===== src/rtl/lpc_io_cycle_if.sv =====
// LPC target-side bus bundle: LAD/LFRAME# wire side plus the register-file port.
interface lpc_io_cycle_if;
  logic       LFRAME_n;
  logic [3:0] LAD_in;
  logic [3:0] LAD_out;
  logic       LAD_oe;
  logic [7:0] Addr;
  logic       Wr;
  logic [7:0] DataWr;
  logic [7:0] RdData;

  modport slave (
    input  LFRAME_n, LAD_in, RdData,
    output LAD_out, LAD_oe, Addr, Wr, DataWr
  );

  modport master (
    output LFRAME_n, LAD_in, RdData,
    input  LAD_out, LAD_oe, Addr, Wr, DataWr
  );
endinterface


===== src/rtl/lpc_io_cycle.sv =====
// LPC I/O read/write target claiming a 32-byte window at BASE_ADDR.
// Define LPC_SYNC_WAIT_EN to insert one short-wait SYNC nibble before ready.
module lpc_io_cycle #(
  parameter logic [15:0] BASE_ADDR = 16'h0800
) (
  input  logic          LpcClock,
  input  logic          PciReset,
  lpc_io_cycle_if.slave lpc
);

  localparam int unsigned NIB_W  = 4;
  localparam int unsigned BYTE_W = 8;
  localparam int unsigned IO_W   = 16;

`ifdef LPC_SYNC_WAIT_EN
  localparam logic [1:0] SYNC_LAST = 2'd1;
`else
  localparam logic [1:0] SYNC_LAST = 2'd0;
`endif

  typedef enum logic [2:0] {
    IDLE, CYCTYPE, ADDR, WDATA, HTAR, SYNC, RDATA, PTAR
  } state_t;

  state_t              state_q, state_d;
  logic [1:0]          cnt_q, cnt_d;
  logic [IO_W-5:0]     ioaddr_q, ioaddr_d;
  logic                dir_wr_q, dir_wr_d;
  logic [BYTE_W-1:0]   addr_q, addr_d;
  logic [BYTE_W-1:0]   data_wr_q, data_wr_d;
  logic [BYTE_W-1:0]   rdata_q, rdata_d;
  logic                lad_oe_q, lad_oe_d;
  logic [NIB_W-1:0]    lad_out_q, lad_out_d;
  logic                wr_q, wr_d;
  logic [IO_W-1:0]     io_full;
  logic                addr_match;

  // Next-state, datapath and next-output decode; outputs are registered from the next state
  always_comb begin
    state_d    = state_q;
    cnt_d      = cnt_q;
    ioaddr_d   = ioaddr_q;
    dir_wr_d   = dir_wr_q;
    addr_d     = addr_q;
    data_wr_d  = data_wr_q;
    rdata_d    = rdata_q;
    io_full    = {ioaddr_q, lpc.LAD_in};
    addr_match = (io_full[15:5] == BASE_ADDR[15:5]);

    if (!lpc.LFRAME_n) begin
      state_d = (lpc.LAD_in == 4'h0) ? CYCTYPE : IDLE;
      cnt_d   = 2'd0;
    end else begin
      unique case (state_q)
        IDLE: ;
        CYCTYPE: begin
          cnt_d = 2'd0;
          if (lpc.LAD_in == 4'h0) begin
            dir_wr_d = 1'b0;
            state_d  = ADDR;
          end else if (lpc.LAD_in == 4'h2) begin
            dir_wr_d = 1'b1;
            state_d  = ADDR;
          end else begin
            state_d  = IDLE;
          end
        end
        ADDR: begin
          ioaddr_d = io_full[IO_W-5:0];
          cnt_d    = cnt_q + 2'd1;
          if (cnt_q == 2'd3) begin
            cnt_d = 2'd0;
            if (addr_match) begin
              addr_d  = {3'b000, io_full[4:0]};
              state_d = dir_wr_q ? WDATA : HTAR;
            end else begin
              state_d = IDLE;
            end
          end
        end
        WDATA: begin
          if (cnt_q == 2'd0) begin
            data_wr_d[3:0] = lpc.LAD_in;
            cnt_d          = 2'd1;
          end else begin
            data_wr_d[7:4] = lpc.LAD_in;
            cnt_d          = 2'd0;
            state_d        = HTAR;
          end
        end
        HTAR: begin
          cnt_d = cnt_q + 2'd1;
          if (cnt_q == 2'd1) begin
            cnt_d   = 2'd0;
            state_d = SYNC;
          end
        end
        SYNC: begin
          cnt_d = cnt_q + 2'd1;
          if (cnt_q == SYNC_LAST) begin
            cnt_d = 2'd0;
            if (!dir_wr_q) rdata_d = lpc.RdData;
            state_d = dir_wr_q ? PTAR : RDATA;
          end
        end
        RDATA: begin
          cnt_d = cnt_q + 2'd1;
          if (cnt_q == 2'd1) begin
            cnt_d   = 2'd0;
            state_d = PTAR;
          end
        end
        PTAR: begin
          cnt_d   = 2'd0;
          state_d = IDLE;
        end
        default: begin
          cnt_d   = 2'd0;
          state_d = IDLE;
        end
      endcase
    end

    lad_oe_d  = (state_d == SYNC) || (state_d == RDATA) || (state_d == PTAR);
    lad_out_d = 4'hF;
    wr_d      = 1'b0;
    case (state_d)
      SYNC: begin
        lad_out_d = (cnt_d == SYNC_LAST) ? 4'h0 : 4'h5;
        wr_d      = dir_wr_q && (cnt_d == SYNC_LAST);
      end
      // Low nibble comes straight from the register file on the latching edge
      RDATA:   lad_out_d = (cnt_d == 2'd0) ? lpc.RdData[3:0] : rdata_q[7:4];
      default: lad_out_d = 4'hF;
    endcase
  end

  always_ff @(posedge LpcClock) begin
    if (PciReset) begin
      state_q   <= IDLE;
      cnt_q     <= 2'd0;
      ioaddr_q  <= '0;
      dir_wr_q  <= 1'b0;
      addr_q    <= 8'h00;
      data_wr_q <= 8'h00;
      rdata_q   <= 8'h00;
      lad_oe_q  <= 1'b0;
      lad_out_q <= 4'hF;
      wr_q      <= 1'b0;
    end else begin
      state_q   <= state_d;
      cnt_q     <= cnt_d;
      ioaddr_q  <= ioaddr_d;
      dir_wr_q  <= dir_wr_d;
      addr_q    <= addr_d;
      data_wr_q <= data_wr_d;
      rdata_q   <= rdata_d;
      lad_oe_q  <= lad_oe_d;
      lad_out_q <= lad_out_d;
      wr_q      <= wr_d;
    end
  end

  assign lpc.LAD_oe  = lad_oe_q;
  assign lpc.LAD_out = lad_out_q;
  assign lpc.Addr    = addr_q;
  assign lpc.Wr      = wr_q;
  assign lpc.DataWr  = data_wr_q;

endmodule


===== src/flat_wrapper.sv =====
// flat-port wrapper written by rule: the top's interface ports become plain ports
module lpc_io_cycle_flat 
#(
  parameter logic [15:0] BASE_ADDR = 16'h0800
)
  (LpcClock, PciReset, lpc_LFRAME_n, lpc_LAD_in, lpc_RdData, lpc_LAD_out, lpc_LAD_oe, lpc_Addr, lpc_Wr, lpc_DataWr);
  lpc_io_cycle_if lpc_i ();
  input  logic LpcClock;
  input  logic PciReset;
  input wire logic [$bits(lpc_i.LFRAME_n)-1:0] lpc_LFRAME_n;
  input wire logic [$bits(lpc_i.LAD_in)-1:0] lpc_LAD_in;
  input wire logic [$bits(lpc_i.RdData)-1:0] lpc_RdData;
  output wire logic [$bits(lpc_i.LAD_out)-1:0] lpc_LAD_out;
  output wire logic [$bits(lpc_i.LAD_oe)-1:0] lpc_LAD_oe;
  output wire logic [$bits(lpc_i.Addr)-1:0] lpc_Addr;
  output wire logic [$bits(lpc_i.Wr)-1:0] lpc_Wr;
  output wire logic [$bits(lpc_i.DataWr)-1:0] lpc_DataWr;
  assign lpc_i.LFRAME_n = lpc_LFRAME_n;
  assign lpc_i.LAD_in = lpc_LAD_in;
  assign lpc_i.RdData = lpc_RdData;
  assign lpc_LAD_out = lpc_i.LAD_out;
  assign lpc_LAD_oe = lpc_i.LAD_oe;
  assign lpc_Addr = lpc_i.Addr;
  assign lpc_Wr = lpc_i.Wr;
  assign lpc_DataWr = lpc_i.DataWr;
  lpc_io_cycle #(.BASE_ADDR(BASE_ADDR)) u_core (.LpcClock(LpcClock), .PciReset(PciReset), .lpc(lpc_i));
endmodule

===== config.mk =====
export PLATFORM = sky130hd
export DESIGN_NAME = lpc_io_cycle_flat
export DESIGN_NICKNAME = d
export VERILOG_FILES = /design/src/rtl/lpc_io_cycle_if.sv /design/src/rtl/lpc_io_cycle.sv /design/src/flat_wrapper.sv
export SDC_FILE = /design/constraint.sdc
export NUM_CORES = 1
export LEC_CHECK = 0
export BUFFER_PORTS_ARGS = -buffer_cell sky130_fd_sc_hd__buf_4
export CAP_MARGIN = 0
export CORE_AREA = 2 2 65 82
export DETAILED_ROUTE_END_ITERATION = 6
export DIE_AREA = 0 0 67 84
export GPL_ROUTABILITY_DRIVEN = 0
export HOLD_SLACK_MARGIN = 0.05
export SLEW_MARGIN = 10
export SYNTH_ARGS = -nofsm -noshare
export SYNTH_HDL_FRONTEND = slang
export SYNTH_SLANG_ARGS = --single-unit

===== constraint.sdc =====
create_clock -name LpcClock -period 2.06 [get_ports LpcClock]
set_input_delay 0.103 -clock LpcClock [delete_from_list [all_inputs] [get_ports LpcClock]]
set_output_delay 0.103 -clock LpcClock [all_outputs]
set_load 0.005 [all_outputs]

==> metrics.md <==
| Metric | Value |
|---|---|
| PortBufs | `33` |
| Power per cell area | `591 nW/um2` |
| # IOs | `37` |
| Final HPWL DP | `between 3 and 4 mm` |
| Post-Synthesis Cells | `214` |
| Clk_lat worst skew | `0.29 ns` |
| Internal reg-to-reg setup slack | `between 0.1 and 0.15 ns` |
| Vias | `between 1,500 and 2,000` |
| GR met1 Demand/Resource | `0.198` |
| Most common cell in the netlist | `dfxtp_1` |
| Max-Cap Viols | `0` |
| Clock Skew | `~0.006 ns` |
| Fin crit share | `0.927` |
| Crit path kind | `flop to flop` |
| Post-route cell area | `~2300 um2` |
| TritonCTS buffer count | `5` |
| Area Overhead vs Synth | `21.0%` |
| Initial antenna violation count | `0` |
| Startpoint type of the worst setup path | `flop` |
| Routed wire length | `4.02 mm` |
| Setup tns final | `0 ns` |
| Mean Syn Cell Area | `8.86 um2` |
| Area of the die | `~5600 um2` |
| CTS sink count | `41` |
| Synth top area share | `0.433` |
| Number of synthesized flops with an enable pin | `0` |
| Synth Cell Area | `between 1500 and 2000 um2` |
| HP Class | `primary input to flop` |
| Asr flop ratio synth | `0` |
| DRC | `0` |
| Nets | `269` |
| Clock transition at the registers of the reported paths | `~0.080 ns` |
| Die Wd | `67 um` |
| CTS tree | `done` |
| WL/cell | `between 10 and 15 um` |
| Number of global-route vias before repair | `~1,500` |
| Worst hold margin | `0.0545 ns` |
| Tot GR Track Use | `0.157` |
| Worst path cell trace | `inv_1 -> ha_1 -> and4b_1 -> a221o_1 -> o21ai_4 -> mux2i_1 -> a22oi_1` |
| Most instantiated cells after synthesis | `dfxtp_1 (41), nand2_1 (34), nor2_1 (23), mux2i_1 (19), a21oi_1 (18)` |
| Max Freq | `523 MHz` |
| RSZ-0062 raised after global routing | `false` |
| CP Capture Type | `flop` |
| Gr busiest metal | `met2` |
| Ant diodes | `0` |
| Vias per inst | `about 5.0` |
| Fin. Hold Viols | `0` |
| Layout cells sized above 1 | `0.219` |
| Synth Register Bits | `41` |
| Slowest stage delay, CP | `0.38 ns` |
| Met2 Usage GRT | `0.261` |
| Placed instance area | `2180 um2` |
| Slowest stage cell, crit path | `dfxtp_4` |
| Maximum buffer depth of the clock tree | `2` |
| Drt first pass iters | `4` |
| Critical path peak fanout | `6` |
| Root buffer cell | `clkbuf_8` |
| Final setup viols | `0` |
| Lkg Pwr | `between 0.9 and 1 nW` |
| Area of the multi-input gates | `slightly below 1000 um2` |
| # rows | `29` |
| Post-layout min period | `between 1.5 and 2 ns` |
| Global-route wire length before repair | `~6.9 mm` |
| Register Area | `827 um2` |
| Top cells by area, synth | `dfxtp_1 (43%), mux2i_1 (10%), nand2_1 (6.7%), a21oi_1 (4.7%), nor2_1 (4.6%)` |
| Top FF cell, synth | `dfxtp_1` |
| CP required | `between 2 and 2.5 ns` |
| Core Area | `4930 um2` |
| Initial core utilization | `0.384` |
| Total number of yosys warnings | `0` |
| Largest net degree at the start of global routing | `26` |
| Maximum vdd drop | `around 360 uV` |
| Status | `complete, no violations` |
| Antenna viol nets, final | `0` |
| Post-synth top area cell | `dfxtp_1` |
| Grt met3 use | `0.0283` |
| Finished Core Util | `0.465` |
| Netlist cell types | `between 40 and 50` |
| GR Overflow Total | `0` |
| Die Span Y | `84 um` |
| CP arrival | `approximately 2.1 ns` |
| Post-synthesis sequential area ratio | `0.433` |
| Overall power | `1.36 mW` |
| Fillers | `519` |
| H-tree Lvls | `2` |
| Initial DRC Count | `71` |
| Max-slew violations | `0` |
[state kept, by name, indices dropped and copies added, names as in the netlist]
signal              flops
u_core.dir_wr_q         1
u_core.ioaddr_q        12
u_core.lpc.Wr           1
u_core.state_q          3
u_core.rdata_q          4
u_core.lpc.LAD_out      4
u_core.lpc.LAD_oe       1
u_core.cnt_q            2
u_core.lpc.DataWr       8
u_core.lpc.Addr         5
[worst max-delay path: cells and delay by family (launching register included)]
kind | cells | cell delay (ns)
and+or+nand+nor | 1 | 0.18
muxes | 1 | 0.23
buffers and inverters | 1 | 0.06
DFF | 1 | 0.38
AOI/OAI and AO/OA | 3 | 0.65
adders and majority gates | 1 | 0.30
[cells by family (layout without fill, tap and decap cells)]
family | after synthesis | in the layout | share of synthesized area
and+or+nand+nor | 92 | 92 | 0.250
adders and majority gates | 4 | 4 | 0.0264
DFF | 41 | 41 | 0.433
other | 1 | 3 | 0.00198
muxes | 19 | 19 | 0.100
AOI/OAI and AO/OA | 40 | 40 | 0.137
buffers and inverters | 17 | 52 | 0.0514
[worst paths after layout]
kind                            to                 from  cells past startpoint
max          u_core.lpc.LAD_out[3]      u_core.cnt_q[0]                      7
min              u_core.rdata_q[5]        lpc_RdData[5]                      3
max reg2reg  u_core.lpc.LAD_out[3]      u_core.cnt_q[0]                      7
min reg2reg    u_core.ioaddr_q[10]  u_core.ioaddr_q[10]                      2
[stage by stage]
stage	setup slack (ns)	std cells
3_3_place_gp	0.133	302
3_5_place_dp	0.0827	302
2_1_floorplan	0.228	216
4_1_cts	0.0669	311
6_report	0.149	313
5_1_grt	0.0178	313
[report_power, final]
| part | internal, mW | switching (mW) | total (mW) | leakage (nW) |
|---|---|---|---|---|
| logic | 0.0261 | 0.0318 | 0.0579 | 0.569 |
| registers | 0.791 | 0.000897 | 0.792 | 0.332 |
| clock network | 0.240 | 0.267 | 0.506 | 0.0385 |
[repair_timing]
action / 4_1_cts / 5_1_grt
setup buffers: 0 / 2
endpoints found under the setup margin: 0 / 7
hold buffers: 1 / 0
hold endpoints to repair: 1 / 0
gates resized for setup: 0 / 4
[final cells by class]
class | count | share of cell area
Inverter | 3 | 0.00490
Clock buffer | 7 | 0.0332
Sequential cell | 41 | 0.360
Clock inverter | 1 | 0.00327
Timing Repair Buffer | 41 | 0.135
Multi-Input combinational cell | 158 | 0.429
Tap cell | 62 | 0.0338
[placed cells by master, fill, tap and decap left out, types with 2 or more instances in the layout]
cell type	instances
and2_1	2
nor4_1	2
nor3_1	4
nand2b_1	5
mux2i_1	19
nor2b_1	3
conb_1	3
a22oi_1	2
clkbuf_8	5
dfxtp_2	2
and3_1	4
nand2_1	34
a32oi_1	2
inv_1	3
buf_4	40
o21ai_0	6
a21oi_1	18
nor2_1	23
and3b_1	2
nand3_1	3
dfxtp_1	38
clkbuf_1	2
ha_1	4
and4_1	2
[routing by layer]
layer  vias up  share of wire
met5         -              0
met4         0          0.014
met3         5          0.036
met2        31           0.50
met1       735           0.45
li1        807              -
Note: power is estimated with default switching activity, not from simulation.
